File: src/rtl/dbg_pkg.sv
// Shared definitions for the program/debug port: controller states and the
// opcode values benches use to build test programs for the core.
package dbg_pkg;

    typedef enum logic [1:0] {
        LOAD = 2'd0,
        RUN  = 2'd1,
        DUMP = 2'd2,
        DONE = 2'd3
    } dbg_state_e;

    localparam logic [5:0] HLT  = 6'h3f;
    localparam logic [5:0] ADDI = 6'h0a;

endpackage

File: src/rtl/prog_debug_port_if.sv
// Word stream with valid/ready handshake and an end-of-packet marker. Used
// for both the incoming program and the outgoing register dump.
interface prog_debug_port_if;

    logic        valid;
    logic        ready;
    logic [31:0] data;
    logic        last;

    modport master (output valid, output data, output last, input ready);
    modport slave  (input valid, input data, input last, output ready);

endinterface

File: src/rtl/prog_debug_port.sv
// Bring-up port for the RISC core: loads a program into instruction memory,
// lets the core run until it raises HALTED, then streams the register file
// out word by word. A restart pulse in DONE rearms the port for a new load.
module prog_debug_port
    import dbg_pkg::*;
#(
    parameter int ADDR_W = 10,
    parameter int NREGS  = 32,
    parameter int CYC_W  = 32,
    localparam int RI_W  = (NREGS > 1) ? $clog2(NREGS) : 1
) (
    input  logic                clk1,
    input  logic                rst_n,
    prog_debug_port_if.slave    s,
    prog_debug_port_if.master   m,
    output logic                mem_we,
    output logic [ADDR_W-1:0]   mem_addr,
    output logic [31:0]         mem_wdata,
    output logic                core_run,
    input  logic                core_halted,
    output logic [RI_W-1:0]     rf_addr,
    input  logic [31:0]         rf_rdata,
    input  logic                restart,
    output logic                ovf,
    output logic [CYC_W-1:0]    run_cycles
);

    localparam logic [ADDR_W-1:0] TOP_ADDR = '1;
    localparam logic [RI_W-1:0]   LAST_IDX = RI_W'(NREGS - 1);

    dbg_state_e        state;
    dbg_state_e        state_next;
    logic [ADDR_W-1:0] wr_addr;
    logic              ovf_q;
    logic [CYC_W-1:0]  cyc_q;
    logic              halted_q;
    logic [RI_W-1:0]   rd_idx;
    logic              mv_q;
    logic              ml_q;
    logic [31:0]       md_q;

    logic              s_rdy;
    logic              run;
    logic              load_accept;
    logic              dump_start;
    logic              dump_accept;
    logic              restart_go;

    // Next-state decode plus the per-state strobes the datapath acts on.
    always_comb begin
        state_next  = state;
        s_rdy       = 1'b0;
        run         = 1'b0;
        load_accept = 1'b0;
        dump_start  = 1'b0;
        dump_accept = 1'b0;
        restart_go  = 1'b0;
        case (state)
            LOAD: begin
                s_rdy       = 1'b1;
                load_accept = s.valid;
                if (s.valid && (s.last || wr_addr == TOP_ADDR)) begin
                    state_next = RUN;
                end
            end
            RUN: begin
                run = 1'b1;
                if (core_halted && !halted_q) begin
                    dump_start = 1'b1;
                    state_next = DUMP;
                end
            end
            DUMP: begin
                dump_accept = mv_q && m.ready;
                if (dump_accept && ml_q) begin
                    state_next = DONE;
                end
            end
            DONE: begin
                restart_go = restart;
                if (restart) begin
                    state_next = LOAD;
                end
            end
            default: state_next = LOAD;
        endcase
    end

    // State register and the delayed halt flag used for rising-edge detection.
    always_ff @(posedge clk1 or negedge rst_n) begin
        if (!rst_n) begin
            state    <= LOAD;
            halted_q <= 1'b0;
        end else begin
            state    <= state_next;
            halted_q <= core_halted;
        end
    end

    // Load address, overflow flag and saturating run-cycle counter.
    always_ff @(posedge clk1 or negedge rst_n) begin
        if (!rst_n) begin
            wr_addr <= '0;
            ovf_q   <= 1'b0;
            cyc_q   <= '0;
        end else if (restart_go) begin
            wr_addr <= '0;
            ovf_q   <= 1'b0;
            cyc_q   <= '0;
        end else begin
            if (load_accept) begin
                wr_addr <= wr_addr + 1'b1;
                if (!s.last && wr_addr == TOP_ADDR) begin
                    ovf_q <= 1'b1;
                end
            end
            if (run && cyc_q != '1) begin
                cyc_q <= cyc_q + 1'b1;
            end
        end
    end

    // Dump streamer: register word 0 on the halt edge, then advance one
    // register per accepted beat, holding data steady while stalled.
    always_ff @(posedge clk1 or negedge rst_n) begin
        if (!rst_n) begin
            rd_idx <= '0;
            mv_q   <= 1'b0;
            ml_q   <= 1'b0;
            md_q   <= '0;
        end else if (restart_go) begin
            rd_idx <= '0;
        end else if (dump_start) begin
            md_q   <= rf_rdata;
            mv_q   <= 1'b1;
            ml_q   <= (NREGS == 1);
            rd_idx <= RI_W'(1);
        end else if (dump_accept) begin
            if (ml_q) begin
                mv_q <= 1'b0;
            end else begin
                md_q   <= rf_rdata;
                ml_q   <= (rd_idx == LAST_IDX);
                rd_idx <= rd_idx + 1'b1;
            end
        end
    end

    assign s.ready    = s_rdy;
    assign core_run   = run;
    assign mem_we     = load_accept;
    assign mem_addr   = wr_addr;
    assign mem_wdata  = s.data;
    assign rf_addr    = rd_idx;
    assign ovf        = ovf_q;
    assign run_cycles = cyc_q;
    assign m.valid    = mv_q;
    assign m.data     = md_q;
    assign m.last     = ml_q;

endmodule

File: src/flat_wrapper.sv
// flat-port wrapper written by rule: the top's interface ports become plain ports
module prog_debug_port_flat import dbg_pkg::*;
#(
    parameter int ADDR_W = 10,
    parameter int NREGS  = 32,
    parameter int CYC_W  = 32,
    localparam int RI_W  = (NREGS > 1) ? $clog2(NREGS) : 1
)
  (clk1, rst_n, mem_we, mem_addr, mem_wdata, core_run, core_halted, rf_addr, rf_rdata, restart, ovf, run_cycles, s_valid, s_data, s_last, s_ready, m_valid, m_data, m_last, m_ready);
  prog_debug_port_if s_i ();
  prog_debug_port_if m_i ();
  input  logic clk1;
  input  logic rst_n;
  output logic mem_we;
  output logic [ADDR_W-1:0] mem_addr;
  output logic [31:0] mem_wdata;
  output logic core_run;
  input  logic core_halted;
  output logic [RI_W-1:0] rf_addr;
  input  logic [31:0] rf_rdata;
  input  logic restart;
  output logic ovf;
  output logic [CYC_W-1:0] run_cycles;
  input wire logic [$bits(s_i.valid)-1:0] s_valid;
  input wire logic [$bits(s_i.data)-1:0] s_data;
  input wire logic [$bits(s_i.last)-1:0] s_last;
  output wire logic [$bits(s_i.ready)-1:0] s_ready;
  output wire logic [$bits(m_i.valid)-1:0] m_valid;
  output wire logic [$bits(m_i.data)-1:0] m_data;
  output wire logic [$bits(m_i.last)-1:0] m_last;
  input wire logic [$bits(m_i.ready)-1:0] m_ready;
  assign s_i.valid = s_valid;
  assign s_i.data = s_data;
  assign s_i.last = s_last;
  assign s_ready = s_i.ready;
  assign m_valid = m_i.valid;
  assign m_data = m_i.data;
  assign m_last = m_i.last;
  assign m_i.ready = m_ready;
  prog_debug_port #(.ADDR_W(ADDR_W), .NREGS(NREGS), .CYC_W(CYC_W)) u_core (.clk1(clk1), .rst_n(rst_n), .s(s_i), .m(m_i), .mem_we(mem_we), .mem_addr(mem_addr), .mem_wdata(mem_wdata), .core_run(core_run), .core_halted(core_halted), .rf_addr(rf_addr), .rf_rdata(rf_rdata), .restart(restart), .ovf(ovf), .run_cycles(run_cycles));
endmodule
File: config.mk
export PLATFORM = sky130hd
export DESIGN_NAME = prog_debug_port_flat
export DESIGN_NICKNAME = d
export VERILOG_FILES = /design/src/rtl/dbg_pkg.sv /design/src/rtl/prog_debug_port_if.sv /design/src/rtl/prog_debug_port.sv /design/src/flat_wrapper.sv
export SDC_FILE = /design/constraint.sdc
export NUM_CORES = 1
export LEC_CHECK = 0
export BUFFER_PORTS_ARGS = -buffer_cell sky130_fd_sc_hd__buf_2
export CAP_MARGIN = 20
export CORE_ASPECT_RATIO = 0.7
export CORE_MARGIN = 10
export CORE_UTILIZATION = 40
export DETAILED_ROUTE_END_ITERATION = 10
export GPL_ROUTABILITY_DRIVEN = 1
export GPL_TIMING_DRIVEN = 0
export PLACE_DENSITY_LB_ADDON = 0.2
export SLEW_MARGIN = 20
export SYNTH_ARGS = -nofsm -noshare
export SYNTH_HDL_FRONTEND = slang
export SYNTH_SLANG_ARGS = --single-unit
File: constraint.sdc
create_clock -name clk1 -period 2.4 [get_ports clk1]
set_input_delay 0.12 -clock clk1 [delete_from_list [all_inputs] [get_ports clk1]]
set_output_delay 0.12 -clock clk1 [all_outputs]
set_load 0.005 [all_outputs]
# Word-level counts from Yosys, hierarchy flattened
# Cells that the tools add are included.
[totals]
wordCells = 79
in_bits = 71
output_inout_bits = 117
regBits = 85
[classes]
mux = 32
reduce_logical = 22
n_addsub = 3
n_eq_ne = 12
bitwise_logic = 1
[op_table]
columns = ["cell", "n"]
rows = [
  ["two-way mux 32 bit", 5],
  ["adder 32 x 1 -> 32 bit (second input constant)", 1],
  ["!= test 32 bit (second input constant)", 1],
  ["two-way mux 10 bit", 2],
  ["two-way mux 5 bit", 4],
  ["two-way mux 1 bit", 16],
  ["adder 10 x 1 -> 10 bit (second input constant)", 1],
  ["== test 10 bit (second input constant)", 1],
  ["nonzero test 2 bit", 5],
  ["two-way mux 2 bit", 4],
  ["one-hot mux 2 bit (4 select lines)", 1],
  ["logical AND 1 bit", 6],
  ["!= test 2 x 1 -> 1 bit (second input constant)", 3],
  ["AND reduction 2 bit", 3],
  ["AND reduction 3 bit", 2],
  ["adder 5 x 1 -> 5 bit (second input constant)", 1],
  ["== test 5 bit (second input constant)", 1],
  ["== test 2 bit (second input constant)", 2],
  ["!= test 2 bit (second input constant)", 2],
  ["AND reduction 4 bit", 1],
  ["!= test 3 bit (second input constant)", 1],
  ["nonzero test 3 bit", 1],
  ["== test 2 x 1 -> 1 bit (second input constant)", 1],
  ["zero test 1 bit", 2],
  ["other kinds (3)", 3],
]

# Longest topological paths before layout
# Gate-level depths: netlist of the first run.
[depth]
ltp_word = 6
ltp_mapped = 8
ltp_nobuf = 7

# Worst setup path before layout of the first run
# OpenSTA, ideal clock, no wires.
[synth_timing]
path_kind = "register -> register"
start = "register u_core.state[1]"
end = "register u_core.md_q[0] (netlist: u_core.m.data[0])"
arrival_time_ps = 2029
synth_period_minus_slack_ps = 2154
setup_time_ps = 125
slack_ps = 246
stages_incl_launch_ff = 9
path_buffers = 2
required_time_ps = 2275
cell_sequence = "dfrtp_1 > inv_1 > ha_1 > buf_6 > inv_1 > or2_2 > a21oi_1 > buf_2 > mux2_2"
[synth_via]
elab_chain_cells = 4
word_cells_on_any_way = 11
classes_between = "4 x eq/ne; 4 x mux; 1 x bitwise; 2 x reduce/logical"
[synth_rtl]
columns = ["element", "line", "source"]
rows = [
  ["from (decl)", "prog_debug_port.sv:31", "dbg_state_e state;"],
  ["from (signal assigned)", "prog_debug_port.sv:95", "state <= state_next;"],
  ["== test 2 x 1 -> 1 bit or == test 2 bit (tied branches)", "prog_debug_port.sv:58", "case (state)"],
  ["two-way mux 1 bit", "prog_debug_port.sv:58", ""],
  ["!= test 2 bit (no source line) (tied with other cells)", "--", ""],
  ["AND reduction 3 bit (no source line)", "--", ""],
  ["to (signal assigned)", "prog_debug_port.sv:134", "md_q <= rf_rdata;"],
  ["to (signal assigned)", "prog_debug_port.sv:142", "md_q <= rf_rdata;"],
  ["to (decl)", "prog_debug_port.sv:40", "logic [31:0] md_q;"],
]
# Several ways; a longest one is shown, not always the timed one.
# A chain may end at the register's enable or synchronous reset.

# Worst setup path in the final report of the first run
[layout_timing]
start = "register u_core.cyc_q[5] (netlist: u_core.run_cycles[5])"
end = "register u_core.cyc_q[0] (netlist: u_core.run_cycles[0])"
[layout_via]
elab_chain_cells = 3
[layout_rtl]
columns = ["element", "line", "source"]
rows = [
  ["from (decl)", "prog_debug_port.sv:35", "logic [CYC_W-1:0] cyc_q;"],
  ["from (signal assigned)", "prog_debug_port.sv:118", "cyc_q <= cyc_q + 1'b1;"],
  ["!= test 32 bit", "prog_debug_port.sv:117", "if (run && cyc_q != '1) begin"],
  ["logical AND 1 bit", "prog_debug_port.sv:117", ""],
  ["nonzero test 2 bit (no source line)", "--", ""],
]
# Every way passes these cells.

==> results of run 1 <==
[timing repair]
action / 4_1_cts / 5_1_grt
pin swaps: 0 / 2
hold endpoints to repair: 39 / 0
hold buffers: 2 / 0
resized for setup: 4 / 7
buffers inserted: 0 / 3
setup endpoints to repair: 31 / 46
[per-stage QoR]
stage / worst slack (ps) / cell area, um^2 / hold WS (ps)
6_report: 100.7 / 5741 / 13.73
3_3_place_gp: -102.1 / 5323 / 244.9
2_1_floorplan: 246.4 / 4362 / -175.6
3_5_place_dp: -153.9 / 5353 / 144.4
5_1_grt: -0.2278 / 5741 / 2.647
4_1_cts: -3.611 / 5690 / 0.5083
[where the power goes]
group | total [mW] | internal [mW] | switching (mW)
registers | 2.08 | 1.83 | 0.257
logic | 1.78 | 0.923 | 0.858
clock network | 1.40 | 0.864 | 0.540
total | 5.27 | 3.61 | 1.66
[critical path, cell delays in order, from the launching register on]
cell and delay (ps):
dfrtp_1 450, nand4_2 270, or4_4 650, o31ai_4 370, buf_6 200, xor2_1 160, nor2_1 50
[layout by cell type, fill, tap and decap left out, types with 9 or more instances in the layout]
cell type / synthesis / routed
clkbuf_16: 0 / 9
o31ai_1: 10 / 10
buf_4: 32 / 37
dfrtp_1: 85 / 85
nand4_1: 11 / 11
buf_2: 4 / 154
inv_1: 9 / 9
nand2_1: 36 / 36
nand3_1: 19 / 19
mux2_2: 33 / 33
a21oi_1: 27 / 26
nor2_1: 31 / 29
o21ai_0: 9 / 9
[final cells by class]
type | count | area [um^2] | area share, %
repair buffers | 161 | 848.3 | 14.78
inverters | 9 | 33.78 | 0.5885
plain buffers | 46 | 337.8 | 5.885
clock inverters | 3 | 43.79 | 0.7629
flip-flops and latches | 85 | 2127 | 37.05
multi-input cells | 278 | 1904 | 33.17
well taps | 148 | 185.2 | 3.226
clock buffers | 13 | 260.3 | 4.534
[sequential cells by signal (all words and copies together), names as in the netlist]
name,count
u_core.m.last,1
u_core.m.valid,1
u_core.m.data,32
u_core.run_cycles,32
u_core.state,2
u_core.ovf,1
u_core.rf_addr,5
u_core.halted_q,1
u_core.mem_addr,10
[logic make-up (layout without fill, tap and decap cells)]
family,Yosys count,in the layout,synth area share [%]
fa+ha+maj,8,8,2.295
compound gates,69,69,10.27
xor+xnor,15,15,3.012
mux,34,34,8.749
buf+inv,55,232,8.290
flops,85,85,48.77
simple gates,152,152,18.62
[synth_stat cells (all sizes together) (4+ instances only)]
cell type   n
or4        12
buf        40
nor4        5
xnor2       8
inv         9
nand4      12
and3        7
clkbuf      6
xor2        7
a31o        4
nor3        8
or3        15
nand2      36
o21ai      15
ha          8
nor2       31
nand3      19
dfrtp      85
o31ai      11
mux2       33
a21oi      32
[worst max-delay path by stage]
| stage | start | end | cells after the start |
|---|---|---|---|
| global route | u_core.run_cycles[22] | u_core.run_cycles[29] | 6 |
| global placement | u_core.state[0] | u_core.m.data[28] | 8 |
| floorplan | u_core.state[1] | u_core.m.data[0] | 8 |
| finish | u_core.run_cycles[5] | u_core.run_cycles[0] | 6 |
| CTS | u_core.state[1] | u_core.m.data[21] | 8 |
| detailed placement | u_core.state[0] | u_core.m.data[28] | 8 |
[layer usage]
layer | part of all wire [%] | GRT usage [%]
met4 | 0.73 | 3.741
met3 | 8.6 | 5.600
met5 | 0 | 0
met1 | 42 | 19.36
met2 | 49 | 25.59
==> flow_summary.toml, run 1 <==
[placement]
gp_congestion = 0.9094
io_buffers = 155
dp.cells = 722
place_hpwl_mm = 9.768

[detailed_routing]
viasPerCell = 5.008
drtIter0Drc = 191
dr.pass1.iters = 4
vias = 3721
drc = 0
ant_nets = 0
avgRoutedWirePerCell_um = 16.83
drt-total-wl_mm = 12.50

[clock_network]
cts_sinks = 85
clkLatencyLatePin_ps = 330
cts-htree-levels = 3
cts_buffer_depth = 2
cts_tree = "done"
cts.clk_slew.worst_paths_ps = 60
cts_made_buffers = 9
clock-root-buffer = "clkbuf_16"

[cells_and_area]
num-fill-cells = 970
finalNonFillerCells = 743
area_growth_pct = 31.61
nets = 669
drive_gt1_share_pct = 47.56
layout.core_utilization_pct = 54.61
n_antenna_cell = 0

[critical_path]
critPathKind = "register to register"
worstRegToRegCells = 6
required_ps = 2590
critPathLaunchType = "register"
cp_max_fo = 10
crit_path_end_kind = "register"
cp.arrival_ps = 2490
rr_startpoint = "u_core.run_cycles[5]"
rr_endpoint = "u_core.run_cycles[0]"
regToRegSetupSlack_ps = 100

[timing]
max_freq_ghz = 0.4349
relSlewSlack_pct = 60.53
worst_pin_slew_ps = 592.1
period_share_pct = 95.81
hold_viol_final = 0
clock-skew-final_ps = 7.850
slew_viol_final = 0
fin_tns_setup_ps = 0
finalSetupViolCount = 0
rsz0062_at_grt = "true"
fin_crit_ps = 2299

[power_and_ir_drop]
worst_ir_drop_vdd_mv = 0.5586
p_per_area_mw_per_mm2 = 917.6
leakagePower_nw = 2.779
p_total_mw = 5.267

[flow_run]
drv_cap = 0

[yosys]
synth-seq-cells = 85
async_flop_share_pct = 100.0
synthesis.nets = 497
ys_types = 45
synth_top_area_cell = "dfrtp_1"
synth_edf_count = 0
yosysSeqAreaShare_pct = 48.77
synth_area_leaders = "dfrtp_1 (49%), mux2_2 (8.5%), buf_4 (5.5%)"
synth-main-ff-cell = "dfrtp_1"
syn_avg_cell_area_um2 = 10.43
syn_area_mm2 = 0.004362
yosysTopAreaCellShare_pct = 48.77
yosys_warnings = 0
synth_cells = 418

[worst_hold_path]
hold_depth = 2
worstHoldPathType = "primary input to register"
worstHoldStart = "rf_rdata[14]"
min_to = "u_core.m.data[14]"

[global_routing]
track_usage_pct = 15.67
grt_overflow = 0
grt_pass1_vias = 3803
grt_max_degree = 48
grt_antenna_before_repair = 0
grt_pass1_wl_mm = 19.55

[floorplan]
die_area_mm2 = 0.01555
die_y_um = 107.4
die_x_um = 144.8
rows = 31
ioPinCount = 188
initial_core_util_pct = 41.50
core_mm2 = 0.01051

[status]
status = "finished, final reports clean"
No activity file was read; power rests on OpenSTA's default activity.
==> run 2: changes to the inputs <==
- CORE_ASPECT_RATIO: 0.7 -> default
==> run 2 against run 1 <==
  * Register-to-register slack improved by 30 ps
  * Global-route usage rose by 0.44 points
  * Largest power group unchanged
  * Critical endpoint is now u_core.run_cycles[9]
  * Core utilization rose by 0.55 points
  * First-iteration DRC count rose by 10%
  * Count of clock-buffer cells in the layout fell by 1
  * Setup slack improved by 33 ps
  * Clock skew rose by 0.80 ps
  * Highest routed layer unchanged
==> flow_summary.toml, run 2 (synthesized netlist as in run 1, its figures left out) <==
[status]
status = "finished, final reports clean"

[detailed_routing]
viasPerCell = 5.099
avgRoutedWirePerCell_um = 16.40
ant_nets = 0
dr.pass1.iters = 6
vias = 3911
drc = 0
drtIter0Drc = 211
drt-total-wl_mm = 12.58

[timing]
fin_tns_setup_ps = 0
slew_viol_final = 0
relSlewSlack_pct = 59.17
finalSetupViolCount = 0
worst_pin_slew_ps = 612.4
holdWs_ps = 62.05
max_freq_ghz = 0.4412
period_share_pct = 94.43
hold_viol_final = 0
clock-skew-final_ps = 8.647
setup_slack_ps = 133.6
fin_crit_ps = 2266

[cells_and_area]
finalNonFillerCells = 767
area_growth_pct = 35.89
final_common_cell = "buf_2"
drive_gt1_share_pct = 45.14
layout_common_cells = "buf_2 (155), dfrtp_1 (84), buf_4 (37)"
fin_area_mm2 = 0.005927
n_antenna_cell = 0
nets = 701
num-fill-cells = 990
layout.core_utilization_pct = 55.16

[floorplan]
ioPinCount = 188
core_mm2 = 0.01075
rows = 38
die_y_um = 124.4
die_x_um = 124.4
die_area_mm2 = 0.01548
initial_core_util_pct = 40.59

[clock_network]
cts_buffer_depth = 2
cts.clk_slew.worst_paths_ps = 80
cts-htree-levels = 3
cts_made_buffers = 9
cts_tree = "done"
clock-root-buffer = "clkbuf_8"
clkLatencyLatePin_ps = 350
cts_sinks = 85

[critical_path]
critPathKind = "register to register"
worstRegToRegCells = 7
crit_chain = "ha_1 -> and4_2 -> nand3_1 -> o31ai_4 -> buf_4 -> or4_2 -> a21oi_2"
cpPeakStageDelay_ps = 550
cp_slowest_cell = "or4_2"
cp.arrival_ps = 2540
critPathLaunchType = "register"
crit_path_end_kind = "register"
cp_max_fo = 8
required_ps = 2680

[global_routing]
grt_pass1_vias = 4275
grt_overflow = 0
track_usage_pct = 16.11
grt_max_degree = 47
grt_antenna_before_repair = 0
grt_pass1_wl_mm = 21.08

[placement]
gp_congestion = 0.8798
place_hpwl_mm = 9.586
dp.cells = 714
place_area_mm2 = 0.005335
place_ws_ps = -142.0
io_buffers = 155

[worst_hold_path]
worstHoldPathType = "primary input to register"
hold_depth = 4

[power_and_ir_drop]
p_total_mw = 4.915
leakagePower_nw = 2.857
p_per_area_mw_per_mm2 = 829.3
worst_ir_drop_vdd_mv = 0.4572

[flow_run]
drv_cap = 0
## run 2: cell type report
class / instances / area (um^2) / area share [%]
Clock buffer: 12 / 145.1 / 2.449
Buffer: 46 / 335.3 / 5.658
Tap cell: 140 / 175.2 / 2.955
Timing Repair Buffer: 193 / 1161 / 19.59
Inverter: 9 / 33.78 / 0.5700
Multi-Input combinational cell: 278 / 1901 / 32.07
Sequential cell: 85 / 2128 / 35.91
Clock inverter: 4 / 47.55 / 0.8022
## run 2: worst paths after layout
path / to / slack (ps) / startpoint
setup / recovery: u_core.run_cycles[9] / 130 / u_core.run_cycles[0]
hold / removal: u_core.ovf / 60 / s_last
setup reg to reg: u_core.run_cycles[9] / 130 / u_core.run_cycles[0]
hold reg to reg: u_core.ovf / 510 / u_core.ovf
max in group asynchronous: u_core.m.data[2] / 1430 / rst_n
min in group asynchronous: u_core.run_cycles[8] / 330 / rst_n
## run 2: timing repair
item	4_1_cts	5_1_grt
resized for setup	3	8
buffers inserted	0	3
pin swaps	0	2
setup endpoints to repair	31	48
hold endpoints to repair	78	0
hold buffers	34	0
## run 2: routing by layer
| layer | track usage (%) | wire length (um) | vias up |
|---|---|---|---|
| met5 | 0 | 0 | - |
| met4 | 5.346 | 150 | 0 |
| met3 | 6.340 | 1125 | 12 |
| met2 | 27.54 | 6270 | 144 |
| met1 | 17.86 | 5030 | 1880 |
| li1 | - | - | 1875 |
## run 2: report_power, final
part / switching (mW) / internal [mW] / leakage, nW
registers: 0.277 / 1.82 / 1.10
logic: 0.857 / 0.947 / 1.66
clock network: 0.504 / 0.508 / 0.0964
## run 2: worst max-delay path: cells and delay by family, from the launching register on
family	cells	cell delay [ps]
DFF	1	450
AOI/OAI and AO/OA	2	270
and+or+nand+nor	3	1060
adders and majority gates	1	250
buffers and inverters	1	170
==> run 3: changes to the inputs <==
- HOLD_SLACK_MARGIN: default -> 0.12
==> run 3 against run 2 <==
  * Maximum frequency about the same
  * Power about the same
  * Register-to-register slack barely moved
  * Sequential share of layout area down 0.061 points
  * First-iteration DRC count fell by 2.4%
  * Global-route usage barely moved
  * Core utilization grew 0.093 points
  * Cell area grew 0.17%
  * Die area stayed put
  * Non-clock buffer count up 1
  * Critical endpoint unchanged
  * Largest power group unchanged
  * Hold slack improved by 96 ps
  * Sequential power hardly changed
==> flow_summary.toml, run 3 (synthesized netlist as in run 1, its figures left out) <==
[status]
status = "finished, final reports clean"

[detailed_routing]
vias = 3912
drt-total-wl_mm = 12.55
drc = 0
dr.pass1.iters = 4
ant_nets = 0
drtIter0Drc = 206
avgRoutedWirePerCell_um = 16.34
viasPerCell = 5.094

[power_and_ir_drop]
worst_ir_drop_vdd_mv = 0.4571
p_per_area_mw_per_mm2 = 827.8
leakagePower_nw = 2.861
p_total_mw = 4.915

[clock_network]
cts_made_buffers = 9
cts_sinks = 85
clock-root-buffer = "clkbuf_8"
cts-htree-levels = 3
clkLatencyLatePin_ps = 350
cts_tree = "done"
cts_buffer_depth = 2
cts.clk_slew.worst_paths_ps = 80

[floorplan]
die_x_um = 124.4
ioPinCount = 188
die_y_um = 124.4
core_mm2 = 0.01075
rows = 38
initial_core_util_pct = 40.59
die_area_mm2 = 0.01548

[placement]
gp_congestion = 0.8798
io_buffers = 155
place_ws_ps = -142.0
place_area_mm2 = 0.005335
place_hpwl_mm = 9.586

[critical_path]
cp.depth = 7
rr_endpoint = "u_core.run_cycles[9]"
crit_path_end_kind = "register"
rr_startpoint = "u_core.run_cycles[0]"
crit_chain = "ha_1 -> and4_2 -> nand3_1 -> o31ai_4 -> buf_4 -> or4_2 -> a21oi_2"
critPathKind = "register to register"
startpoint = "u_core.run_cycles[0]"
worstRegToRegCells = 7
critPathLaunchType = "register"
required_ps = 2680
regToRegSetupSlack_ps = 130
cp_num_buf_inv = 1
crit_end = "u_core.run_cycles[9]"
cpPeakStageDelay_ps = 550
cp_max_fo = 8
cp_slowest_cell = "or4_2"
cp.arrival_ps = 2540
cp_top_family = "simple AND/OR/NAND/NOR gates"

[cells_and_area]
area_growth_pct = 36.12
layout.core_utilization_pct = 55.25
n_antenna_cell = 0
layout_common_cells = "buf_2 (155), dfrtp_1 (84), buf_4 (37)"
drive_gt1_share_pct = 45.06
fin_area_mm2 = 0.005937
final_common_cell = "buf_2"
nets = 702

[timing]
setup_slack_ps = 133.2
fin_crit_ps = 2267
max_freq_ghz = 0.4412
clock-skew-final_ps = 8.345
worst_pin_slew_ps = 613.9
finalSetupViolCount = 0
relSlewSlack_pct = 59.07
period_share_pct = 94.45
hold_viol_final = 0
slew_viol_final = 0

[global_routing]
track_usage_pct = 16.12
grt_pass1_wl_mm = 21.09
grt_antenna_before_repair = 0
grt_overflow = 0
grt_max_degree = 47
grt_pass1_vias = 4280

[flow_run]
drv_cap = 0

[worst_hold_path]
worstHoldPathType = "primary input to register"
run 3: how the worst min path moves through the flow:
stage / startpoint / to / slack [ps] / cells past startpoint
6_report: s_valid / u_core.mem_addr[1] / 160 / 4
5_1_grt: s_valid / u_core.mem_addr[1] / 200 / 4
4_1_cts: s_valid / u_core.mem_addr[1] / 150 / 4
3_5_place_dp: rst_n / u_core.run_cycles[16] / 190 / 1
3_3_place_gp: core_halted / u_core.halted_q / 250 / 1
2_1_floorplan: rst_n / u_core.halted_q / -180 / 0
run 3: per-layer routing:
metal	track usage [%]	share of wire (%)	vias up
li1	-	-	1873
met1	17.88	40	1882
met2	27.54	50	145
met3	6.340	9.1	12
met4	5.346	1.2	0
met5	0	0	-
run 3: layout make-up:
cell class | instances | area [um^2]
timing repair buffer | 194 | 1171
clock inverter | 4 | 47.55
inverter | 9 | 33.78
fill | 988 | 4808
sequential | 85 | 2128
multi-input combinational | 278 | 1901
buffer | 46 | 335.3
tap | 140 | 175.2
clock buffer | 12 | 145.1
run 3: worst reg2reg max path: cells and delay by family (launching register included):
kind                     cells  cell delay, ps
buffers and inverters        1             170
AO/OA/AOI/OAI                2             280
adder cells (fa/ha/maj)      1             250
AND/OR/NAND/NOR              3            1050
flip-flops                   1             450
run 3: repair_timing:
| action | CTS | global route |
|---|---|---|
| endpoints found under the setup margin | 31 | 48 |
| setup buffers | 0 | 3 |
| hold endpoints to repair | 79 | 0 |
| hold buffers | 35 | 0 |
| pin swaps | 0 | 2 |
| gates resized for setup | 3 | 8 |
run 3: per-stage QoR:
stage               std cells  hold slack (ps)  TNS [ps]
detailed placement        714            185.3     -3875
global placement          713            246.9     -3051
finish                    768            158.3         0
floorplan                 418           -175.6         0
global route              768            199.0    -12.09
CTS                       765            148.2         0
run 3: power breakdown:
group,internal (mW),switching [mW],leakage [nW]
Sequential,1.82,0.277,1.10
Combinational,0.948,0.858,1.67
Clock,0.508,0.501,0.0964
Total,3.28,1.64,2.86
